File: src/rtl/riscv_ctrl_pkg.sv
`default_nettype none
// ============================================================================
//  Module      : riscv_ctrl_pkg
//  Description : Shared constants for the multi-cycle RISC-V control path.
//                Covers opcodes, FSM states, ALU/immediate/result/operand
//                select encodings and the default illegal-op behaviour.
//  Revision    : 1.0 - initial release
// ============================================================================
package riscv_ctrl_pkg;

  // Opcodes recognised by the decode stage
  localparam logic [6:0] c_op_lw    = 7'b0000011;
  localparam logic [6:0] c_op_sw    = 7'b0100011;
  localparam logic [6:0] c_op_rtype = 7'b0110011;
  localparam logic [6:0] c_op_itype = 7'b0010011;
  localparam logic [6:0] c_op_beq   = 7'b1100011;
  localparam logic [6:0] c_op_jal   = 7'b1101111;
  localparam logic [6:0] c_op_jalr  = 7'b1100111;

  // Controller states
  typedef enum logic [3:0] {
    S_FETCH  = 4'd0,
    S_DECODE = 4'd1,
    S_MEMADR = 4'd2,
    S_MEMRD  = 4'd3,
    S_MEMWB  = 4'd4,
    S_MEMWR  = 4'd5,
    S_EXECR  = 4'd6,
    S_EXECI  = 4'd7,
    S_ALUWB  = 4'd8,
    S_BEQ    = 4'd9,
    S_JAL    = 4'd10,
    S_JALR   = 4'd11,
    S_JALWB  = 4'd12,
    S_TRAP   = 4'd13
  } state_e;

  // ALU operation select
  localparam logic [2:0] c_alu_add = 3'b000;
  localparam logic [2:0] c_alu_sub = 3'b001;
  localparam logic [2:0] c_alu_and = 3'b010;
  localparam logic [2:0] c_alu_or  = 3'b011;
  localparam logic [2:0] c_alu_slt = 3'b101;

  // Immediate extension format
  localparam logic [1:0] c_imm_i = 2'b00;
  localparam logic [1:0] c_imm_s = 2'b01;
  localparam logic [1:0] c_imm_b = 2'b10;
  localparam logic [1:0] c_imm_j = 2'b11;

  // Result mux select
  localparam logic [1:0] c_res_aluout = 2'b00;
  localparam logic [1:0] c_res_rdata  = 2'b01;
  localparam logic [1:0] c_res_alu    = 2'b10;

  // ALU operand selects
  localparam logic [1:0] c_src_a_pc    = 2'b00;
  localparam logic [1:0] c_src_a_oldpc = 2'b01;
  localparam logic [1:0] c_src_a_rd1   = 2'b10;
  localparam logic [1:0] c_src_b_rd2   = 2'b00;
  localparam logic [1:0] c_src_b_imm   = 2'b01;
  localparam logic [1:0] c_src_b_four  = 2'b10;

  // 1 = park in TRAP until reset, 0 = single TRAP cycle then refetch
  localparam bit c_hold_on_illegal_default = 1'b1;

endpackage
`default_nettype wire

File: src/rtl/alu_decoder.sv
`default_nettype none
// ============================================================================
//  Module      : alu_decoder
//  Description : Combinational funct3/funct7 decode into an ALU operation
//                for register and immediate arithmetic instructions. Flags
//                unsupported funct3 values so the FSM can trap.
//  Revision    : 1.0 - initial release
// ============================================================================
module alu_decoder
  import riscv_ctrl_pkg::*;
(
  input  logic       is_rtype,
  input  logic [2:0] funct3,
  input  logic       funct7b5,
  output logic [2:0] alu_control,
  output logic       funct_bad
);

  // Map funct3 to an ALU op; only register-register forms may subtract
  always_comb begin
    alu_control = c_alu_add;
    funct_bad   = 1'b0;
    case (funct3)
      3'b000:  alu_control = (is_rtype && funct7b5) ? c_alu_sub : c_alu_add;
      3'b010:  alu_control = c_alu_slt;
      3'b110:  alu_control = c_alu_or;
      3'b111:  alu_control = c_alu_and;
      default: funct_bad   = 1'b1;
    endcase
  end

endmodule
`default_nettype wire

File: src/rtl/mc_controller.sv
`default_nettype none
// ============================================================================
//  Module      : mc_controller
//  Description : Multi-cycle RISC-V control FSM. Moore outputs per state,
//                except the FETCH load strobes (qualified by mem_ready), the
//                BEQ PC load (qualified by zero) and the EXEC ALU op (from
//                alu_decoder). Unknown opcodes or funct3 values trap and set
//                a sticky illegal flag that only reset clears.
//  Revision    : 1.0 - initial release
// ============================================================================
module mc_controller
  import riscv_ctrl_pkg::*;
#(
  parameter bit HOLD_ON_ILLEGAL = c_hold_on_illegal_default
) (
  input  logic       clk,
  input  logic       reset,
  input  logic [6:0] op,
  input  logic [2:0] funct3,
  input  logic       funct7b5,
  input  logic       zero,
  input  logic       mem_ready,
  output logic       mem_req,
  output logic       mem_write,
  output logic       adr_src,
  output logic       pc_write,
  output logic       ir_write,
  output logic       reg_write,
  output logic [1:0] alu_src_a,
  output logic [1:0] alu_src_b,
  output logic [2:0] alu_control,
  output logic [1:0] ext_imm_sel,
  output logic [1:0] res_src,
  output logic       illegal
);

  state_e     state_q, state_d;
  logic       illegal_q, illegal_d;
  logic       mem_req_c, mem_write_c, pc_write_c, ir_write_c, reg_write_c;
  logic [2:0] w_dec_alu;
  logic       w_dec_bad;

  alu_decoder u_alu_decoder (
    .is_rtype    (state_q == S_EXECR),
    .funct3      (funct3),
    .funct7b5    (funct7b5),
    .alu_control (w_dec_alu),
    .funct_bad   (w_dec_bad)
  );

  // State and sticky fault registers; reset abandons any access in flight
  always_ff @(posedge clk or negedge reset) begin
    if (!reset) begin
      state_q   <= S_FETCH;
      illegal_q <= 1'b0;
    end else begin
      state_q   <= state_d;
      illegal_q <= illegal_d;
    end
  end

  // Next-state selection and per-state control outputs
  always_comb begin
    state_d     = state_q;
    illegal_d   = illegal_q;
    mem_req_c   = 1'b0;
    mem_write_c = 1'b0;
    pc_write_c  = 1'b0;
    ir_write_c  = 1'b0;
    reg_write_c = 1'b0;
    adr_src     = 1'b0;
    alu_src_a   = c_src_a_pc;
    alu_src_b   = c_src_b_rd2;
    alu_control = c_alu_add;
    ext_imm_sel = c_imm_i;
    res_src     = c_res_aluout;
    case (state_q)
      S_FETCH: begin
        mem_req_c = 1'b1;
        alu_src_b = c_src_b_four;
        res_src   = c_res_alu;
        if (mem_ready) begin
          pc_write_c = 1'b1;
          ir_write_c = 1'b1;
          state_d    = S_DECODE;
        end
      end
      S_DECODE: begin
        alu_src_a   = c_src_a_oldpc;
        alu_src_b   = c_src_b_imm;
        ext_imm_sel = c_imm_b;
        case (op)
          c_op_lw, c_op_sw: state_d = S_MEMADR;
          c_op_rtype:       state_d = S_EXECR;
          c_op_itype:       state_d = S_EXECI;
          c_op_beq:         state_d = S_BEQ;
          c_op_jal:         state_d = S_JAL;
          c_op_jalr:        state_d = S_JALR;
          default:          state_d = S_TRAP;
        endcase
      end
      S_MEMADR: begin
        alu_src_a   = c_src_a_rd1;
        alu_src_b   = c_src_b_imm;
        ext_imm_sel = (op == c_op_sw) ? c_imm_s : c_imm_i;
        state_d     = (op == c_op_sw) ? S_MEMWR : S_MEMRD;
      end
      S_MEMRD: begin
        mem_req_c = 1'b1;
        adr_src   = 1'b1;
        if (mem_ready) state_d = S_MEMWB;
      end
      S_MEMWB: begin
        res_src     = c_res_rdata;
        reg_write_c = 1'b1;
        state_d     = S_FETCH;
      end
      S_MEMWR: begin
        mem_req_c   = 1'b1;
        mem_write_c = 1'b1;
        adr_src     = 1'b1;
        if (mem_ready) state_d = S_FETCH;
      end
      S_EXECR, S_EXECI: begin
        alu_src_a   = c_src_a_rd1;
        alu_src_b   = (state_q == S_EXECI) ? c_src_b_imm : c_src_b_rd2;
        alu_control = w_dec_alu;
        state_d     = w_dec_bad ? S_TRAP : S_ALUWB;
      end
      S_ALUWB: begin
        reg_write_c = 1'b1;
        state_d     = S_FETCH;
      end
      S_BEQ: begin
        alu_src_a   = c_src_a_rd1;
        alu_control = c_alu_sub;
        pc_write_c  = zero;
        state_d     = S_FETCH;
      end
      S_JAL: begin
        alu_src_a  = c_src_a_oldpc;
        alu_src_b  = c_src_b_four;
        pc_write_c = 1'b1;
        state_d    = S_ALUWB;
      end
      S_JALR: begin
        alu_src_a  = c_src_a_rd1;
        alu_src_b  = c_src_b_imm;
        res_src    = c_res_alu;
        pc_write_c = 1'b1;
        state_d    = S_JALWB;
      end
      S_JALWB: begin
        alu_src_a   = c_src_a_oldpc;
        alu_src_b   = c_src_b_four;
        res_src     = c_res_alu;
        reg_write_c = 1'b1;
        state_d     = S_FETCH;
      end
      S_TRAP: begin
        if (!HOLD_ON_ILLEGAL) state_d = S_FETCH;
      end
      default: state_d = S_FETCH;
    endcase
    if (state_d == S_TRAP) illegal_d = 1'b1;
  end

  // Strobes are forced low while reset is held, independent of the clock
  assign mem_req   = mem_req_c   & reset;
  assign mem_write = mem_write_c & reset;
  assign pc_write  = pc_write_c  & reset;
  assign ir_write  = ir_write_c  & reset;
  assign reg_write = reg_write_c & reset;
  assign illegal   = illegal_q;

endmodule
`default_nettype wire

File: config.mk
export PLATFORM = sky130hd
export DESIGN_NAME = mc_controller
export DESIGN_NICKNAME = d
export VERILOG_FILES = /design/src/rtl/riscv_ctrl_pkg.sv /design/src/rtl/alu_decoder.sv /design/src/rtl/mc_controller.sv
export SDC_FILE = /design/constraint.sdc
export NUM_CORES = 1
export LEC_CHECK = 0
export BUFFER_PORTS_ARGS = -buffer_cell sky130_fd_sc_hd__buf_2
export CAP_MARGIN = 20
export CORE_MARGIN = 2
export CORE_UTILIZATION = 43
export CTS_BUF_LIST = sky130_fd_sc_hd__clkbuf_8
export DETAILED_ROUTE_END_ITERATION = 8
export PLACE_DENSITY = 0.84
export SLEW_MARGIN = 30
export SYNTH_ARGS = -nofsm -noshare
export SYNTH_HDL_FRONTEND = slang
export SYNTH_SLANG_ARGS = --single-unit
File: constraint.sdc
create_clock -name clk -period 2 [get_ports clk]
set_input_delay 0.1 -clock clk [delete_from_list [all_inputs] [get_ports clk]]
set_output_delay 0.1 -clock clk [all_outputs]
set_load 0.02 [all_outputs]
==> metrics.md <==
| Metric | Value |
|---|---|
| TritonCTS clock tree | `yes` |
| Async set-reset flop share out of synthesis | `100%` |
| Area contributors post-synth | `dfrtp_1, nand2_1, a21oi_1` |
| Nets | `between 100 and 150` |
| GRT overflow | `0` |
| # setup viols final | `0` |
| Clock root cell | `clkbuf_8` |
| Postcts setup bufs | `0` |
| Origin of the critical flop-to-flop path | `state_q[0]$_DFF_PN0_` |
| Pwr dens | `~1300 nW/um^2` |
| Synth top area share | `17.8%` |
| Worst-path clk slew | `0.03 ns` |
| CP required | `approximately 1.9 ns` |
| Row Count | `14` |
| Routed Antenna Nets | `0` |
| Sequential share of the synthesized area | `about 18%` |
| Post-Syn Area per Cell | `7.25 um^2` |
| Max_cap viols | `0` |
| Worst Tran Pin Value | `0.427 ns` |
| Slew Viols, Final | `0` |
| First-pass DRT Iterations | `3` |
| Crit path from | `state_q[0]$_DFF_PN0_` |
| DRC | `0` |
| Count leader, synth | `nand2_1` |
| CP Class | `flip-flop to output port` |
| Mapped Area | `703 um^2` |
| R2R cell count | `5` |
| Vias per cell | `5.57` |
| Worst r2r dst | `illegal$_DFFE_PN0N_` |
| Leakage power | `0.452 nW` |
| Synth cell types | `43` |
| Port-buffer cells | `32` |
| DRT iter0 DRCs | `12` |
| Final setup TNS | `0 ns` |
| Starting Density | `46.1%` |
| Antenna violations before repair | `0` |
| Syn Inst Count | `97` |
| CP startpoint kind | `flip-flop` |
| First-pass GRT wire length | `3.07 mm` |
| Critical path endpoint | `res_src[1]` |
| Die Y | `44.4 um` |
| Synth top cells by count | `nand2_1, nor2_1, a21oi_1` |
| Net count after synthesis | `112` |
| Crit. End Element | `output port` |
| Syn. warnings | `0` |
| # diodes | `0` |
| HPWL Detailed | `approximately 1.4 mm` |
| Tot Pwr | `1.22 mW` |
| Synth area leader | `dfrtp_1` |
| Peak VDD IR | `about 0.77 mV` |
| EDFF count, synth | `0` |
| Hold crit path type | `input port to flip-flop` |
| Worst-skew pair later-pin latency | `roughly 0.22 ns` |
| Max transition margin | `between 70% and 80%` |
| Filler instances | `140` |
| Worst-path fanout max | `9` |
| Clock Sinks | `5` |
| CORE AREA | `about 1500 um^2` |
| Reg-to-reg slack, setup | `approximately 0.36 ns` |
| Maximum root-to-sink buffer count | `2` |
| WL/cell | `13.0 um` |
| Layout cell share with drive strength beyond 1 | `38.2%` |
| DIE AREA | `~2000 um^2` |
| Post-Route WL | `between 1.5 and 2 mm` |
| RSZ-0062 raised after global routing | `no` |
| Status | `complete, no violations` |
| HP Start | `op[4]` |
| Synth Register Bits | `5` |
| RePlAce Congestion | `0.841` |
| Via count | `819` |
| Cts bufs inserted | `3` |
| Arr. time, crit path | `~1.7 ns` |
| H-tree depth | `1` |
| Vias in the first global route | `729` |
| Largest net degree at the start of global routing | `22` |
| # IOs | `33` |
| Fmax | `565 MHz` |
| Final Hold Vio Count | `0` |
| Ys flop type | `dfrtp_1` |
| Fin crit period | `1.77 ns` |
| Worst Skew | `0.00169 ns` |
| Period utilization | `88.6%` |
| Die width | `between 40 and 50 um` |
| Gr usage total | `20.9%` |
| Area grow syn2layout | `31.7%` |
## layout by cell type, fill, tap and decap left out, drive strengths merged, types with 2 or more instances in the layout
cell type	count
o21ai	2
clkbuf	3
dfrtp	5
nor3	3
nor2	12
nand2b	4
nand2	13
nor2b	3
buf	36
inv	4
nand3b	2
nand3	2
a211oi	2
mux2i	2
o21a	2
o22ai	4
nor3b	5
a21oi	8
## critical path, cell delays in order (launching register included)
cell and delay [ns]:
dfrtp_1 0.44, buf_4 0.20, or2_2 0.31, o21a_1 0.17
o22ai_1 0.14, buf_2 0.18
## logic make-up (layout without fill, tap and decap cells)
group	after synthesis	count (layout)	synth area share, %
DFF	5	5	17.8
and+or+nand+nor	53	53	42.9
buffers and inverters	10	44	7.65
xor gates and xnor gates	1	1	1.25
muxes	3	3	4.45
AOI/OAI and AO/OA	25	25	26.0
## worst min-delay path by stage
| stage | depth (start not counted) | end |
|---|---|---|
| 3_3_place_gp | 1 | state_q[2]$_DFF_PN0_ |
| 3_5_place_dp | 1 | state_q[3]$_DFF_PN0_ |
| 4_1_cts | 3 | state_q[2]$_DFF_PN0_ |
| 6_report | 3 | state_q[2]$_DFF_PN0_ |
| 2_1_floorplan | 0 | illegal$_DFFE_PN0N_ |
| 5_1_grt | 3 | state_q[2]$_DFF_PN0_ |
## through the flow
stage          utilization, %  hold WS, ns  area (um^2)  setup WS (ns)  instances
2_1_floorplan               -       -0.196          703          0.438         97
3_3_place_gp             57.1      -0.0614          871          0.454        142
3_5_place_dp             57.1      -0.0583          871          0.406        142
4_1_cts                  60.8        0.224          926          0.231        147
5_1_grt                  60.8        0.255          926          0.137        147
6_report                 60.8        0.229          926          0.229        147
## routing by layer
metal / share of wire [%] / global-route usage, % / vias up / routed length, um
met5: 0 / 0 / - / 0
li1: - / - / 421 / -
met1: 45 / 24.4 / 379 / 857
met4: 1.3 / 10.9 / 0 / 25
met3: 4.3 / 4.08 / 2 / 82
met2: 50 / 35.9 / 17 / 949
## flip-flops by register name (all words and copies together), names as in the netlist
signal,cells
state_q,4
illegal,1
## power by group
| group | leakage [nW] | switching [mW] | internal, mW |
|---|---|---|---|
| logic | 0.363 | 0.535 | 0.327 |
| registers | 0.0617 | 0.0366 | 0.141 |
| clock network | 0.0269 | 0.0523 | 0.132 |
## timing repair
action                    CTS  global route
hold buffers                1             0
gates resized for setup     0             0
hold endpoints to repair    5             0
## area by class of cell
| type | instances | area (um^2) | share of cell area (%) |
|---|---|---|---|
| Timing Repair Buffer | 37 | 200 | 21.6 |
| Sequential cell | 5 | 125 | 13.5 |
| Clock inverter | 1 | 3.75 | 0.405 |
| Tap cell | 16 | 20.0 | 2.16 |
| Multi-Input combinational cell | 82 | 524 | 56.6 |
| Inverter | 3 | 11.3 | 1.22 |
| Clock buffer | 3 | 41.3 | 4.46 |
Power figures use the tool's default switching activity.
